===== config.mk =====
export PLATFORM = sky130hd
export DESIGN_NAME = display_scan_ctrl
export DESIGN_NICKNAME = d
export VERILOG_FILES = /design/src/rtl/display_scan_ctrl.sv
export SDC_FILE = /design/constraint.sdc
export NUM_CORES = 1
export LEC_CHECK = 0
export ABC_CLOCK_PERIOD_IN_PS = 3900
export CAP_MARGIN = 20
export CELL_PAD_IN_SITES_DETAIL_PLACEMENT = 1
export CELL_PAD_IN_SITES_GLOBAL_PLACEMENT = 1
export CORE_ASPECT_RATIO = 0.75
export CORE_MARGIN = 2
export CORE_UTILIZATION = 47
export DETAILED_ROUTE_END_ITERATION = 8
export PLACE_DENSITY = 0.88
export SLEW_MARGIN = 20
export SYNTH_ARGS = -nofsm -noshare
export SYNTH_HDL_FRONTEND = slang
export SYNTH_SLANG_ARGS = --single-unit

===== constraint.sdc =====
create_clock -name clk -period 3.9 [get_ports clk]
set_input_delay 0.975 -clock clk [delete_from_list [all_inputs] [get_ports clk]]
set_output_delay 0.975 -clock clk [all_outputs]
set_load 0.005 [all_outputs]

===== src/rtl/display_scan_ctrl.sv =====
// display_scan_ctrl: time-multiplexed scanner for a common-anode 7-segment
// bank. Each digit slot ends with a blanking gap, lit time is gated by a
// global PWM brightness, and host-written shadow codes reach the displayed
// set only on a frame boundary so a frame never mixes old and new digits.
module display_scan_ctrl #(
    parameter int NUM_DIGITS       = 5,
    parameter int CYCLES_PER_DIGIT = 83333,
    parameter int BLANK_CYCLES     = 2500
) (
    input  logic                  clk,
    input  logic                  reset,
    input  logic                  wr_en,
    input  logic [2:0]            wr_addr,
    input  logic [4:0]            wr_data,
    input  logic                  commit_req,
    input  logic [3:0]            brightness,
    output logic                  commit_ack,
    output logic                  frame_start,
    output logic [2:0]            digit_sel,
    output logic [NUM_DIGITS-1:0] anode,
    output logic [6:0]            seg
);

    localparam int              CW         = (CYCLES_PER_DIGIT > 1) ? $clog2(CYCLES_PER_DIGIT) : 1;
    localparam logic [CW-1:0]   LAST_CNT   = CW'(CYCLES_PER_DIGIT - 1);
    // One extra bit so a slot with no blanking gap still compares correctly.
    localparam logic [CW:0]     ACTIVE_END = (CW+1)'(CYCLES_PER_DIGIT - BLANK_CYCLES);
    localparam logic [2:0]      LAST_DIG   = 3'(NUM_DIGITS - 1);
    localparam logic [4:0]      BLANK_CODE = 5'h10;
    localparam logic [6:0]      SEG_OFF    = 7'h7F;

    typedef enum logic {
        ACTIVE = 1'b0,
        BLANK  = 1'b1
    } state_t;

    state_t                state, state_next;
    logic [CW-1:0]         cnt, cnt_next;
    logic [2:0]            dig, dig_next;
    logic [3:0]            pwm_cnt, pwm_next;
    logic                  slot_wrap, frame_wrap;
    logic                  commit_pending;
    logic [4:0]            shadow [NUM_DIGITS];
    logic [4:0]            disp   [NUM_DIGITS];
    logic [4:0]            entry;
    logic                  lit;
    logic [NUM_DIGITS-1:0] anode_next;
    logic [6:0]            seg_next;

    // Active-low gfedcba pattern for a hex nibble.
    function automatic logic [6:0] hex_to_seg(input logic [3:0] v);
        case (v)
            4'h0: hex_to_seg = 7'b1000000;
            4'h1: hex_to_seg = 7'b1111001;
            4'h2: hex_to_seg = 7'b0100100;
            4'h3: hex_to_seg = 7'b0110000;
            4'h4: hex_to_seg = 7'b0011001;
            4'h5: hex_to_seg = 7'b0010010;
            4'h6: hex_to_seg = 7'b0000010;
            4'h7: hex_to_seg = 7'b1111000;
            4'h8: hex_to_seg = 7'b0000000;
            4'h9: hex_to_seg = 7'b0010000;
            4'hA: hex_to_seg = 7'b0001000;
            4'hB: hex_to_seg = 7'b0000011;
            4'hC: hex_to_seg = 7'b1000110;
            4'hD: hex_to_seg = 7'b0100001;
            4'hE: hex_to_seg = 7'b0000110;
            default: hex_to_seg = 7'b0001110;
        endcase
    endfunction

    // Next slot counter, digit index, ACTIVE/BLANK state and PWM phase.
    always_comb begin
        // NOTE: every signal written here gets a default first, so no path can leave one unassigned and infer a latch.
        slot_wrap  = (cnt == LAST_CNT);
        frame_wrap = slot_wrap && (dig == LAST_DIG);
        cnt_next   = slot_wrap ? '0 : cnt + CW'(1);
        dig_next   = dig;
        state_next = state;
        pwm_next   = pwm_cnt;
        if (slot_wrap) begin
            dig_next = frame_wrap ? 3'd0 : dig + 3'd1;
        end
        case (state)
            ACTIVE: begin
                pwm_next = pwm_cnt + 4'd1;
                if (!slot_wrap && ({1'b0, cnt_next} >= ACTIVE_END)) begin
                    state_next = BLANK;
                end
            end
            BLANK: begin
                if (slot_wrap) begin
                    state_next = ACTIVE;
                end
            end
            default: state_next = ACTIVE;
        endcase
        // Every slot starts a fresh PWM period.
        if (slot_wrap) begin
            pwm_next = 4'd0;
        end
    end

    // Pin values for the current scan position; registered on the next edge.
    always_comb begin
        entry      = BLANK_CODE;
        anode_next = '1;
        for (int i = 0; i < NUM_DIGITS; i++) begin
            if (dig == 3'(i)) begin
                entry = disp[i];
            end
        end
        lit      = (state == ACTIVE) && !entry[4] && (pwm_cnt <= brightness);
        seg_next = ((state == ACTIVE) && !entry[4]) ? hex_to_seg(entry[3:0]) : SEG_OFF;
        for (int i = 0; i < NUM_DIGITS; i++) begin
            if (dig == 3'(i)) begin
                anode_next[i] = ~lit;
            end
        end
    end

    // Scan position, FSM state and PWM phase registers.
    always_ff @(posedge clk or posedge reset) begin
        // NOTE: non-blocking assignments make every register sample pre-edge values, independent of statement order.
        if (reset) begin
            state   <= ACTIVE;
            cnt     <= '0;
            dig     <= 3'd0;
            pwm_cnt <= 4'd0;
        end else begin
            state   <= state_next;
            cnt     <= cnt_next;
            dig     <= dig_next;
            pwm_cnt <= pwm_next;
        end
    end

    // Registered pin drivers: one cycle behind the scan position.
    always_ff @(posedge clk or posedge reset) begin
        if (reset) begin
            digit_sel   <= 3'd0;
            anode       <= '1;
            seg         <= SEG_OFF;
            frame_start <= 1'b0;
        end else begin
            digit_sel   <= dig;
            anode       <= anode_next;
            seg         <= seg_next;
            frame_start <= frame_wrap;
        end
    end

    // Shadow writes and the frame-boundary copy into the displayed set.
    always_ff @(posedge clk or posedge reset) begin
        if (reset) begin
            commit_pending <= 1'b0;
            commit_ack     <= 1'b0;
            // NOTE: the digit arrays are small flop banks rather than RAM, so they take a reset value like any register.
            for (int i = 0; i < NUM_DIGITS; i++) begin
                shadow[i] <= BLANK_CODE;
                disp[i]   <= BLANK_CODE;
            end
        end else begin
            // Only a request already pending before the boundary is served;
            // one arriving in the boundary cycle waits for the next frame.
            commit_ack <= frame_wrap && commit_pending;
            if (frame_wrap) begin
                commit_pending <= commit_req;
            end else begin
                commit_pending <= commit_pending | commit_req;
            end
            for (int i = 0; i < NUM_DIGITS; i++) begin
                if (frame_wrap && commit_pending) begin
                    disp[i] <= shadow[i];
                end
                // Out-of-range addresses match no entry and are dropped.
                if (wr_en && (wr_addr == 3'(i))) begin
                    shadow[i] <= wr_data;
                end
            end
        end
    end

endmodule


==> flow_metrics.env <==
export IMPL_status="finished clean"
export IMPL_dp_slack_ns=0.842
export IMPL_met1_length_um=5040
export IMPL_cp_max_fo=11
export IMPL_start_util=0.479
export IMPL_critPathTopFamily="compound AO/OA/AOI/OAI gates"
export IMPL_vias_per_cell=5.54
export IMPL_detail_route_antenna_nets=0
export IMPL_min_period_ns=3.07
export IMPL_fin_setup_tns_ns=0
export IMPL_wl_met3_um=370
export IMPL_die_area_mm2=0.0106
export IMPL_cts_setup_buffers=0
export IMPL_dr_pass1_iters=4
export IMPL_die_w_um=118
export IMPL_clock_sinks=93
export IMPL_cts_tree="done"
export IMPL_p_clk_frac=0.432
export IMPL_rsz0062_at_grt="false"
export IMPL_powerDensity_mw_per_mm2=390
export IMPL_synth_seq_cells=93
export IMPL_peakVddDrop_mv=0.226
export IMPL_fmax_mhz=326
export IMPL_final_cell_mix="dfrtp_1, mux2_2, clkdlybuf4s50_1"
export IMPL_grt_ovfl_total=0
export IMPL_synth_cells=391
export IMPL_avgSynthCellArea_um2=11.7
export IMPL_top_layer="met4"
export IMPL_p_seq_frac=0.514
export IMPL_clock_path_buffers=2
export IMPL_setup_slack_ns=0.832
export IMPL_synth_edf_count=0
export IMPL_met2WireLength_um=5000
export IMPL_worstSetupPathType="reg -> reg"
export IMPL_antenna_cells=0
export IMPL_slew_viol_final=0
export IMPL_setup_viol=0
export IMPL_ys_flop_type="dfrtp_1"
export IMPL_end_kind="register"
export IMPL_power_frac_comb=0.055
export IMPL_wl_per_cell_um=19.0
export IMPL_async_flop_share=1.00
export IMPL_ys_seq_area_frac=0.514
export IMPL_grt_max_degree=60
export IMPL_switching_power_mw=0.475
export IMPL_die_h_um=89.5
export IMPL_hpwl_um=7550
export IMPL_syn_area_mm2=0.00458
export IMPL_hold_viol_final=0
export IMPL_power_internal_mw=1.60
export IMPL_max_cap_violations=0
export IMPL_path_clk_slew_ns=0.07
export IMPL_finalCoreUtilization=0.556
export IMPL_p_sw_frac=0.229
export IMPL_grt_pass1_wl_um=17600
export IMPL_htreeDepth=3
export IMPL_pin_count=33
export IMPL_yosysWarningCount=0
export IMPL_leakage_nw=2.39
export IMPL_antenna_found_initial=0
export IMPL_cts_root_buf="clkbuf_16"
export IMPL_start_kind="register"
export IMPL_gr_usage_all_layers=0.220
export IMPL_cts_hold_buf=0
export IMPL_row_count=31
export IMPL_vias=3084
export IMPL_drt_wl_total_um=10600
export IMPL_cpMaxStageDelayCell="a221oi_1"
export IMPL_layout_drive_gt1_share=0.238
export IMPL_final_cells=557
export IMPL_skew_ns=0.00814
export IMPL_max_slew_margin_rel=0.528
export IMPL_drt_iter0_markers=170
export IMPL_drc=0
export IMPL_fp_coreArea_mm2=0.00958
export IMPL_finalCritPeriodShare=0.787
export IMPL_cts_buffers=9
export IMPL_gp_congestion=0.847
export IMPL_syn_to_final_growth_pct=16.2
export IMPL_max_stage_delay_ns=0.65
export IMPL_worstPathRequired_ns=4.14
export IMPL_dp_cells=541
export IMPL_holdCritPathClass="reg -> reg"
export IMPL_path_cells="inv_1 > ha_1 > and3b_1 > a21oi_1 > o21ai_0 > a221oi_1 > inv_1 > ha_1 > nor2b_1 > a211oi_1 > o21ai_0"
export IMPL_synth_nets=425
export IMPL_cp_arrival_ns=3.30
export IMPL_worst_pin_slew_ns=0.709
export IMPL_insertion_delay_ns=0.35
export IMPL_post_cts_resize_count=0
export IMPL_io_buffers=32
export IMPL_critPathBufInv=2
export IMPL_grt_pass1_vias=3257
export IMPL_synth_cell_types=52
export IMPL_layout_commonest_cell="dfrtp_1"
export IMPL_num_nets_final=454
[path summary, 6_finish.rpt]
check	depth (start not counted)	end	startpoint	slack (ns)
min in group asynchronous	2	disp[20]	reset	1.01
min	0	digit_sel[1]	dig[1]	0.45
max	11	seg[3]	dig[1]	0.83
min reg2reg	0	digit_sel[1]	dig[1]	0.45
max reg2reg	11	seg[3]	dig[1]	0.83
max in group asynchronous	3	seg[2]	reset	2.13
[layout make-up]
type	count	area, um^2
flip-flops and latches	93	2350
repair buffers	37	370
clock buffers	9	225
fillers	1049	4250
multi-input cells	258	2050
well taps	132	165
clock inverters	7	83.8
inverters	21	80.1
[cells by family after synthesis]
kind of cell               count (synthesis)  synth area share
AOI/OAI and AO/OA                         47            0.0688
adders and majority gates                 18            0.0491
buffers and inverters                     40            0.0398
DFF                                       93             0.514
muxes                                     55             0.151
xor gates and xnor gates                  20            0.0382
and+or+nand+nor                          118             0.140
[power by group through the flow]
stage | clock [mW] | sequential (mW) | combinational [mW]
after detailed placement | 0 | 1.08 | 0.117
final | 0.897 | 1.07 | 0.114
after global routing | 0.957 | 1.07 | 0.127
after CTS | 0.914 | 1.07 | 0.118
after global placement | 0 | 1.08 | 0.107
after floorplan | 0 | 1.07 | 0.0757
[cell usage after synthesis, types with 6 or more instances]
master	n	area, um^2
dfstp_2	22	578
nand4_1	9	56.3
nor2_1	29	109
clkbuf_1	8	30.0
nand3_1	13	65.1
dfrtp_1	71	1780
inv_1	21	78.8
mux2_2	32	360
mux2_4	20	300
nand2_1	28	105
and3_1	6	37.5
a21oi_1	7	35.0
xor2_1	10	87.6
ha_1	18	225
o21ai_0	12	60.1
xnor2_1	10	87.6
buf_2	8	40.0
[state kept, by name (all words and copies together) (netlist names)]
name            flops
frame_start         1
cnt                17
anode               5
pwm_cnt             4
commit_pending      1
digit_sel           3
shadow             25
seg                 7
disp               25
dig                 3
commit_ack          1
state               1
[routing by layer]
| layer | vias to the layer above | GRT usage |
|---|---|---|
| li1 | 1428 | - |
| met1 | 1582 | 0.287 |
| met3 | 16 | 0.0542 |
| met5 | - | 0 |
| met2 | 58 | 0.365 |
| met4 | 0 | 0.0800 |
[stage by stage]
step                hold WS, ns  power (mW)  area [um^2]
CTS                       0.445        2.10         5330
floorplan                 0.401        1.14         4580
finish                    0.448        2.08         5330
global placement          0.412        1.18         5020
global route              0.459        2.16         5330
detailed placement        0.428        1.20         5020
[worst reg2reg max path, stage by stage (launching register included)]
cell and delay, ns:
dfrtp_1 0.42, inv_1 0.11, ha_1 0.39, and3b_1 0.23, a21oi_1 0.12, o21ai_0 0.09
a221oi_1 0.65, inv_1 0.22, ha_1 0.30, nor2b_1 0.15, a211oi_1 0.15, o21ai_0 0.12
Note: power is estimated with default switching activity, not from simulation.
